--- src/rtl/conv_pkg.sv ---
// Shared constants, FSM state type and window-index helper for the 5x5 window generator.
package conv_pkg;

    localparam int KSIZE = 5;
    localparam int KTAPS = KSIZE * KSIZE;

    typedef enum logic {
        FILL   = 1'b0,
        STREAM = 1'b1
    } state_t;

    function automatic int win_idx(input int r, input int c);
        return r * KSIZE + c;
    endfunction

endpackage

--- src/rtl/conv_line_buffer.sv ---
// Single-row delay line: dout is the sample written DEPTH enabled cycles earlier.
module conv_line_buffer #(
    parameter int DATA_WIDTH = 16,
    parameter int DEPTH      = 28
) (
    input  logic                  clk,
    input  logic                  en,
    input  logic [DATA_WIDTH-1:0] din,
    output logic [DATA_WIDTH-1:0] dout
);

    logic [DATA_WIDTH-1:0] mem_q [DEPTH];

    // Pure storage, deliberately unreset; consumers never look at stale rows.
    always_ff @(posedge clk) begin
        if (en) begin
            mem_q[0] <= din;
            for (int i = 1; i < DEPTH; i++) begin
                mem_q[i] <= mem_q[i-1];
            end
        end
    end

    assign dout = mem_q[DEPTH-1];

endmodule

--- src/rtl/conv_window_gen.sv ---
// Streaming 5x5 window generator: four chained line buffers plus a 5x5 register window.
// Optional macro CONV_WIN_POS_EN adds out_row/out_col (window top-left coordinate).
module conv_window_gen
    import conv_pkg::*;
#(
    parameter int DATA_WIDTH = 16,
    parameter int IMG_WIDTH  = 28,
    parameter int IMG_HEIGHT = 28
) (
    input  logic                          clk,
    input  logic                          rst,
    input  logic                          in_valid,
    input  logic                          in_sof,
    input  logic signed [DATA_WIDTH-1:0]  in_data,
    output logic                          out_valid,
    output logic [KTAPS*DATA_WIDTH-1:0]   data_25P,
    output logic                          frame_done
`ifdef CONV_WIN_POS_EN
    ,
    output logic [$clog2(IMG_HEIGHT)-1:0] out_row,
    output logic [$clog2(IMG_WIDTH)-1:0]  out_col
`endif
);

    localparam int CW = $clog2(IMG_WIDTH);
    localparam int RW = $clog2(IMG_HEIGHT);

    state_t state_q, state_d;
    logic [CW-1:0] col_q, col_d, cur_col;
    logic [RW-1:0] row_q, row_d, cur_row;
    logic          last_col, last_row, emit, done;

    logic [DATA_WIDTH-1:0] lb_out [4];
    logic [DATA_WIDTH-1:0] new_col [KSIZE];
    logic [DATA_WIDTH-1:0] win_q [KSIZE][KSIZE];
    logic [DATA_WIDTH-1:0] win_d [KSIZE][KSIZE];

    logic [KTAPS*DATA_WIDTH-1:0] data_d, data_q;
    logic                        out_valid_q, frame_done_q;

    // A start-of-frame pixel is (0,0) regardless of where the counters were.
    assign cur_col  = in_sof ? '0 : col_q;
    assign cur_row  = in_sof ? '0 : row_q;
    assign last_col = (cur_col == CW'(IMG_WIDTH - 1));
    assign last_row = (cur_row == RW'(IMG_HEIGHT - 1));

    assign emit = in_valid && !in_sof && (state_q == STREAM) && (col_q >= CW'(KSIZE - 1));
    assign done = emit && last_row && last_col;

    always_comb begin
        col_d   = col_q;
        row_d   = row_q;
        state_d = state_q;
        if (in_valid) begin
            if (last_col) begin
                col_d = '0;
                row_d = last_row ? '0 : cur_row + RW'(1);
            end else begin
                col_d = cur_col + CW'(1);
                row_d = cur_row;
            end
            if (in_sof) begin
                state_d = FILL;
            end else begin
                case (state_q)
                    FILL:    if (last_col && cur_row == RW'(KSIZE - 2)) state_d = STREAM;
                    STREAM:  if (last_col && last_row) state_d = FILL;
                    default: state_d = FILL;
                endcase
            end
        end
    end

    always_ff @(posedge clk or posedge rst) begin
        if (rst) begin
            state_q <= FILL;
            col_q   <= '0;
            row_q   <= '0;
        end else begin
            state_q <= state_d;
            col_q   <= col_d;
            row_q   <= row_d;
        end
    end

    conv_line_buffer #(.DATA_WIDTH(DATA_WIDTH), .DEPTH(IMG_WIDTH)) u_lb0 (
        .clk(clk), .en(in_valid), .din(in_data),   .dout(lb_out[0]));
    conv_line_buffer #(.DATA_WIDTH(DATA_WIDTH), .DEPTH(IMG_WIDTH)) u_lb1 (
        .clk(clk), .en(in_valid), .din(lb_out[0]), .dout(lb_out[1]));
    conv_line_buffer #(.DATA_WIDTH(DATA_WIDTH), .DEPTH(IMG_WIDTH)) u_lb2 (
        .clk(clk), .en(in_valid), .din(lb_out[1]), .dout(lb_out[2]));
    conv_line_buffer #(.DATA_WIDTH(DATA_WIDTH), .DEPTH(IMG_WIDTH)) u_lb3 (
        .clk(clk), .en(in_valid), .din(lb_out[2]), .dout(lb_out[3]));

    // Row 0 of the window is the oldest line, so the deepest buffer feeds it.
    assign new_col[0] = lb_out[3];
    assign new_col[1] = lb_out[2];
    assign new_col[2] = lb_out[1];
    assign new_col[3] = lb_out[0];
    assign new_col[4] = in_data;

    always_comb begin
        data_d = '0;
        for (int r = 0; r < KSIZE; r++) begin
            for (int c = 0; c < KSIZE - 1; c++) begin
                win_d[r][c] = win_q[r][c+1];
            end
            win_d[r][KSIZE-1] = new_col[r];
        end
        for (int r = 0; r < KSIZE; r++) begin
            for (int c = 0; c < KSIZE; c++) begin
                data_d[win_idx(r, c)*DATA_WIDTH +: DATA_WIDTH] = win_d[r][c];
            end
        end
    end

    always_ff @(posedge clk) begin
        if (in_valid) begin
            win_q <= win_d;
        end
    end

    always_ff @(posedge clk or posedge rst) begin
        if (rst) begin
            out_valid_q  <= 1'b0;
            frame_done_q <= 1'b0;
            data_q       <= '0;
        end else begin
            out_valid_q  <= emit;
            frame_done_q <= done;
            if (emit) begin
                data_q <= data_d;
            end
        end
    end

    assign out_valid  = out_valid_q;
    assign frame_done = frame_done_q;
    assign data_25P   = data_q;

`ifdef CONV_WIN_POS_EN
    logic [RW-1:0] out_row_q;
    logic [CW-1:0] out_col_q;

    always_ff @(posedge clk or posedge rst) begin
        if (rst) begin
            out_row_q <= '0;
            out_col_q <= '0;
        end else if (emit) begin
            out_row_q <= cur_row - RW'(KSIZE - 1);
            out_col_q <= cur_col - CW'(KSIZE - 1);
        end
    end

    assign out_row = out_row_q;
    assign out_col = out_col_q;
`endif

endmodule
--- config.mk ---
export PLATFORM = sky130hd
export DESIGN_NAME = conv_window_gen
export DESIGN_NICKNAME = d
export VERILOG_FILES = /design/src/rtl/conv_pkg.sv /design/src/rtl/conv_line_buffer.sv /design/src/rtl/conv_window_gen.sv
export SDC_FILE = /design/constraint.sdc
export NUM_CORES = 2
export LEC_CHECK = 0
export CORE_MARGIN = 5
export CORE_UTILIZATION = 55
export DETAILED_ROUTE_END_ITERATION = 16
export HOLD_SLACK_MARGIN = 0.02
export PLACE_DENSITY = 0.74
export SYNTH_ARGS = -nofsm -noshare
export SYNTH_HDL_FRONTEND = slang
export SYNTH_SLANG_ARGS = --single-unit
--- constraint.sdc ---
create_clock -name clk -period 16.23 [get_ports clk]
set_clock_uncertainty 0.1 [all_clocks]
set_input_delay 3.246 -clock clk [delete_from_list [all_inputs] [get_ports clk]]
set_output_delay 3.246 -clock clk [all_outputs]
set_load 0.005 [all_outputs]
Word-level counts from Yosys, hierarchy flattened. Memories as Yosys holds them, arrays and structs flattened. Cells that the tools add are included.

RAM bits: 1792. Input bits: 20. Word-level logic and storage cells: 56. Bits in registers: 733. Output and inout bits: 402. Memories kept: 4.

Magnitude comparators: 1. Bitwise gates (word level): 1. Equality and inequality tests: 3. Multiplexer cells: 11. Add/sub/neg operators: 2. Reductions and logical operators: 8.

Memory list: u_lb0.mem_q (depth 28, bits a word 16, rd ports 28, clocked after Yosys merged registers in 0, wr ports 28, line conv_line_buffer.sv:12) `logic [DATA_WIDTH-1:0] mem_q [DEPTH];`; u_lb1.mem_q (depth 28, bits a word 16, rd ports 28, clocked after Yosys merged registers in 0, wr ports 28, line conv_line_buffer.sv:12); u_lb2.mem_q (depth 28, bits a word 16, rd ports 28, clocked after Yosys merged registers in 0, wr ports 28, line conv_line_buffer.sv:12); u_lb3.mem_q (depth 28, bits a word 16, rd ports 28, clocked after Yosys merged registers in 0, wr ports 28, line conv_line_buffer.sv:12).

Operators with widths (count): 5-bit 2-to-1 mux (5); 5-bit by 1-bit adder with 5-bit output, second input constant (2); 5-bit == test, second input constant (2); 1-bit logical AND (7); 5-bit by 2-bit == test with 1-bit output, second input constant (1); 5-bit by 3-bit >= comparator with 1-bit output, second input constant (1); 1-bit 2-to-1 mux (5); 1-bit case mux with 2 select lines (1); 1-bit zero test (1); 1-bit NOT (1).

Depth between registers and ports, before layout.
Depth in word-level cells: 6. Depth in mapped cells: 6. Mapped depth without buffers: 5.

By module. Synthesis repeated with hierarchy kept, for this count alone.

Cells, all modules: 3099. Area total of the unflattened synthesis: 79377.4 um2.

By module, submodules not included: conv_line_buffer (sequential area each 13452.9 um2, times used 4, area an instance 13573.0 um2, cells each 464); conv_window_gen (sequential area each 19944.1 um2, times used 1, area an instance 25085.3 um2, cells each 1243).

Least setup slack after synthesis. No wires, ideal clock.

Kind: in2reg. Start: input port in_sof. End: register state_q. Buffers on the path: 1. Slack: 11331 ps. Data arrival time: 4683 ps. Stages: 6. Setup time: 116 ps. Cell sequence: clkbuf_1 nor2b_1 ha_1 nand4b_2 or3_1 o311ai_0.

Longest elaborated chain between the ends: 6.

Ends and longest elaborated chain: start: declaration (line conv_window_gen.sv:13) `input logic in_sof,`; 5-bit 2-to-1 mux (on tied branches) (line conv_window_gen.sv:42, conv_window_gen.sv:43); 5-bit == test (tied with other cells) (line conv_window_gen.sv:44) `assign last_col = (cur_col == CW'(IMG_WIDTH - 1));`; 1-bit logical AND (on tied branches) (line conv_window_gen.sv:67, conv_window_gen.sv:66); 1-bit 2-to-1 mux (on tied branches) (line conv_window_gen.sv:67, conv_window_gen.sv:66); 1-bit case mux with 2 select lines (line conv_window_gen.sv:65) `case (state_q)`; 1-bit 2-to-1 mux (*) (line conv_window_gen.sv:62) `if (in_sof) begin`; end signal: assignment (line conv_window_gen.sv:80) `state_q <= state_d;`; end: declaration (line conv_window_gen.sv:28) `state_t state_q, state_d;`.

Every way passes the cells marked *; elsewhere a longest branch is shown, timed or not. A chain may end at the register's enable or synchronous reset.

==> metrics.txt <==
Setup Buffers After CTS=0; total I/O pin count=422; Seq/Total Area, Yosys=90.48%; Post-Layout Cell Count=5324; critical path type=input pin to flop; Mean Syn Cell Area=26.30 sq um; GRT overflow=0; Netlist Area Pre-Place=0.07302 sq mm; CP startpoint kind=input pin; number of remaining DRC errors=0; P per Cell Area=135.3 mW/mm^2; internal power=9.330 mW; H-tree Lvls=4; Area Overhead vs Synth=17.64%; drt pass-1 iters=5; top-area cell type share of the netlist area=76.33%; WL final=109600 microns; Rel. slew slack=19.43%; TritonCTS Buffers=207; logic gate share of total power=1.1%; Crit Path Max Fanout=81; Finished Cell Area=0.08590 sq mm; Final Slew Violations=0; Total Routing Usage GR=15.44%; Critical Path AT=7860 ps; Avg Vias per Cell=5.079; final hold vios=0; switching pwr=2.294 mW; Synth cell types=34; row count=133; Hold Crit Depth=0; via count=27041; worst-skew pair later-pin latency=810 ps; Core Box Area=0.1316 sq mm; setup TNS=0 ps; final period utilization=46.47%; first-pass GRT wire length=168200 microns; Starting Density=55.47%; root buf cell=clkbuf_16; Placed Instance Area=0.07909 sq mm; Warnings, synthesis=0; worst min path class=flop to flop; area leader, netlist=edfxtp_1; vias in the first global route=27869; Critical Path RT=16540 ps; most frequent cells in the layout=edfxtp_1 (1856), clkdlybuf4s50_1 (420), dfrtp_1 (413), mux2_4 (378), clkbuf_16 (207); IR drop worst, VDD=117.6 uV; largest net degree at the start of global routing=200; post-route ant nets=0; Worst Tran Pin Value=1209 ps; outcome=finished, final reports clean; Die W=374.4 microns; count of input and output buffers=421; CTS tree=done; Die ar.=0.1401 sq mm; Cells after DPL=4933; Fmax achieved=132.6 MHz; clock-pin slew on the worst setup and hold paths=60 ps; PnR worst setup slack=8687 ps; number of fill cells in the layout=8275; main area contributors after synthesis=edfxtp_1 (76%), dfrtp_1 (14%), mux2_4 (7.8%); fraction of layout cells with a size suffix above 1=20.67%; Flop pwr share=57.8%; max-cap check violation count=0; Iter 0 DRT Violations=2638; post-route minimum period=7543 ps; Syn Nets=2797; Yosys reg bits=2269; hold-fix buffers at CTS=0; initial antenna violation count=2; dpl hpwl=59690 microns; R2R depth=5; clk sink count=2269; routability cong.=0.7527; commonest non-fill, non-tap cell in the layout=edfxtp_1; Pleak=31.49 nW; Power Total=11.62 mW; RSZ-0062 raised after global routing=false; CP Capture Type=flop; post_cts resized=0; layout net count=3408; switching portion of total power=19.74%; post-synthesis cell count=2776; final setup violation count=0; DIE HEIGHT=374.4 microns; Max Root-Sink Buffers=3; WL per Instance=20.58 microns; Placement Setup Slack=7762 ps; clock share of power=41.1%
sequential cells by signal (all words and copies together) (netlist names):
name,flops
col_q,5
u_lb2.mem_q,448
u_lb0.mem_q,388
data_25P,400
out_valid,1
frame_done,1
data_d,229
state_q,1
u_lb3.mem_q,403
u_lb1.mem_q,388
row_q,5
path summary, 6_finish.rpt:
check	slack, ps	startpoint	endpoint
setup reg to reg	11880	col_q[3]$_DFFE_PP0P_	data_25P[181]$_DFFE_PP0P_
hold reg to reg	270	u_lb3.mem_q[0][250]$_DFFE_PP_	u_lb3.mem_q[1][10]$_DFFE_PP_
min in group asynchronous	2920	rst	data_25P[73]$_DFFE_PP0P_
hold / removal	270	u_lb3.mem_q[0][250]$_DFFE_PP_	u_lb3.mem_q[1][10]$_DFFE_PP_
max in group asynchronous	11460	rst	data_25P[161]$_DFFE_PP0P_
setup / recovery	8690	in_valid	u_lb1.mem_q[0][195]$_DFFE_PP_
per-layer routing:
layer / GRT usage (%) / routed length [microns] / up-vias
li1: - / - / 12134
met1: 23.22 / 50460 / 13954
met2: 22.02 / 48310 / 764
met3: 5.097 / 8606 / 189
met4: 4.430 / 2223 / 0
met5: 0 / 0 / -
power by group through the flow:
| stage | logic (mW) | registers [mW] | clock network (mW) |
|---|---|---|---|
| floorplan | 0.0272 | 6.78 | 0 |
| global placement | 0.131 | 6.83 | 0 |
| detailed placement | 0.134 | 6.84 | 0 |
| CTS | 0.133 | 6.72 | 4.93 |
| global route | 0.144 | 6.74 | 5.19 |
| finish | 0.128 | 6.72 | 4.78 |
layout make-up:
cell class                 count  area, sq um  share of cell area, %
multi-input combinational    453         6287                  7.320
tap                         1755         2196                  2.556
clock buffer                 261         5463                  6.360
clock inverter               127         1334                  1.553
antenna                        3        7.507               0.008740
inverter                       6        30.03                0.03496
timing repair buffer         450         4512                  5.253
sequential                  2269        66070                  76.92
synth_stat cells (all sizes together):
| cell type | instances |
|---|---|
| and4b | 2 |
| dfrtp | 413 |
| clkbuf | 2 |
| nand2b | 1 |
| inv | 6 |
| a32o | 1 |
| mux2 | 401 |
| ha | 1 |
| nand2 | 9 |
| a22oi | 1 |
| nor2b | 2 |
| nor3b | 1 |
| nand3 | 2 |
| and2b | 1 |
| o311ai | 6 |
| nor3 | 2 |
| nand4 | 3 |
| edfxtp | 1856 |
| o2bb2ai | 1 |
| a21oi | 2 |
| o21ai | 4 |
| or3 | 1 |
| o211ai | 3 |
| o221ai | 1 |
| buf | 46 |
| o311a | 1 |
| nand4b | 1 |
| and3 | 2 |
| nor2 | 3 |
| a21o | 1 |
per-stage QoR:
stage / hold slack [ps] / utilization, %
4_1_cts: 263.0 / 65.25
3_5_place_dp: 304.5 / 60.09
6_report: 266.8 / 65.26
3_3_place_gp: 300.6 / 60.09
2_1_floorplan: 300.3 / -
5_1_grt: 278.7 / 65.25
logic make-up after synthesis:
logic type,count (synthesis),share of synthesized area (%)
AOI/OAI and AO/OA,21,0.2159
adders and majority gates,1,0.01713
buffers and inverters,54,0.9236
DFF,2269,90.48
muxes,401,8.127
and+or+nand+nor,30,0.2348
worst max-delay path, cell delays in order:
cell and delay [ps]:
buf_16 260, buf_4 730, buf_4 850, buf_4 790, buf_4 880, buf_4 860
Power figures use the tool's default switching activity.
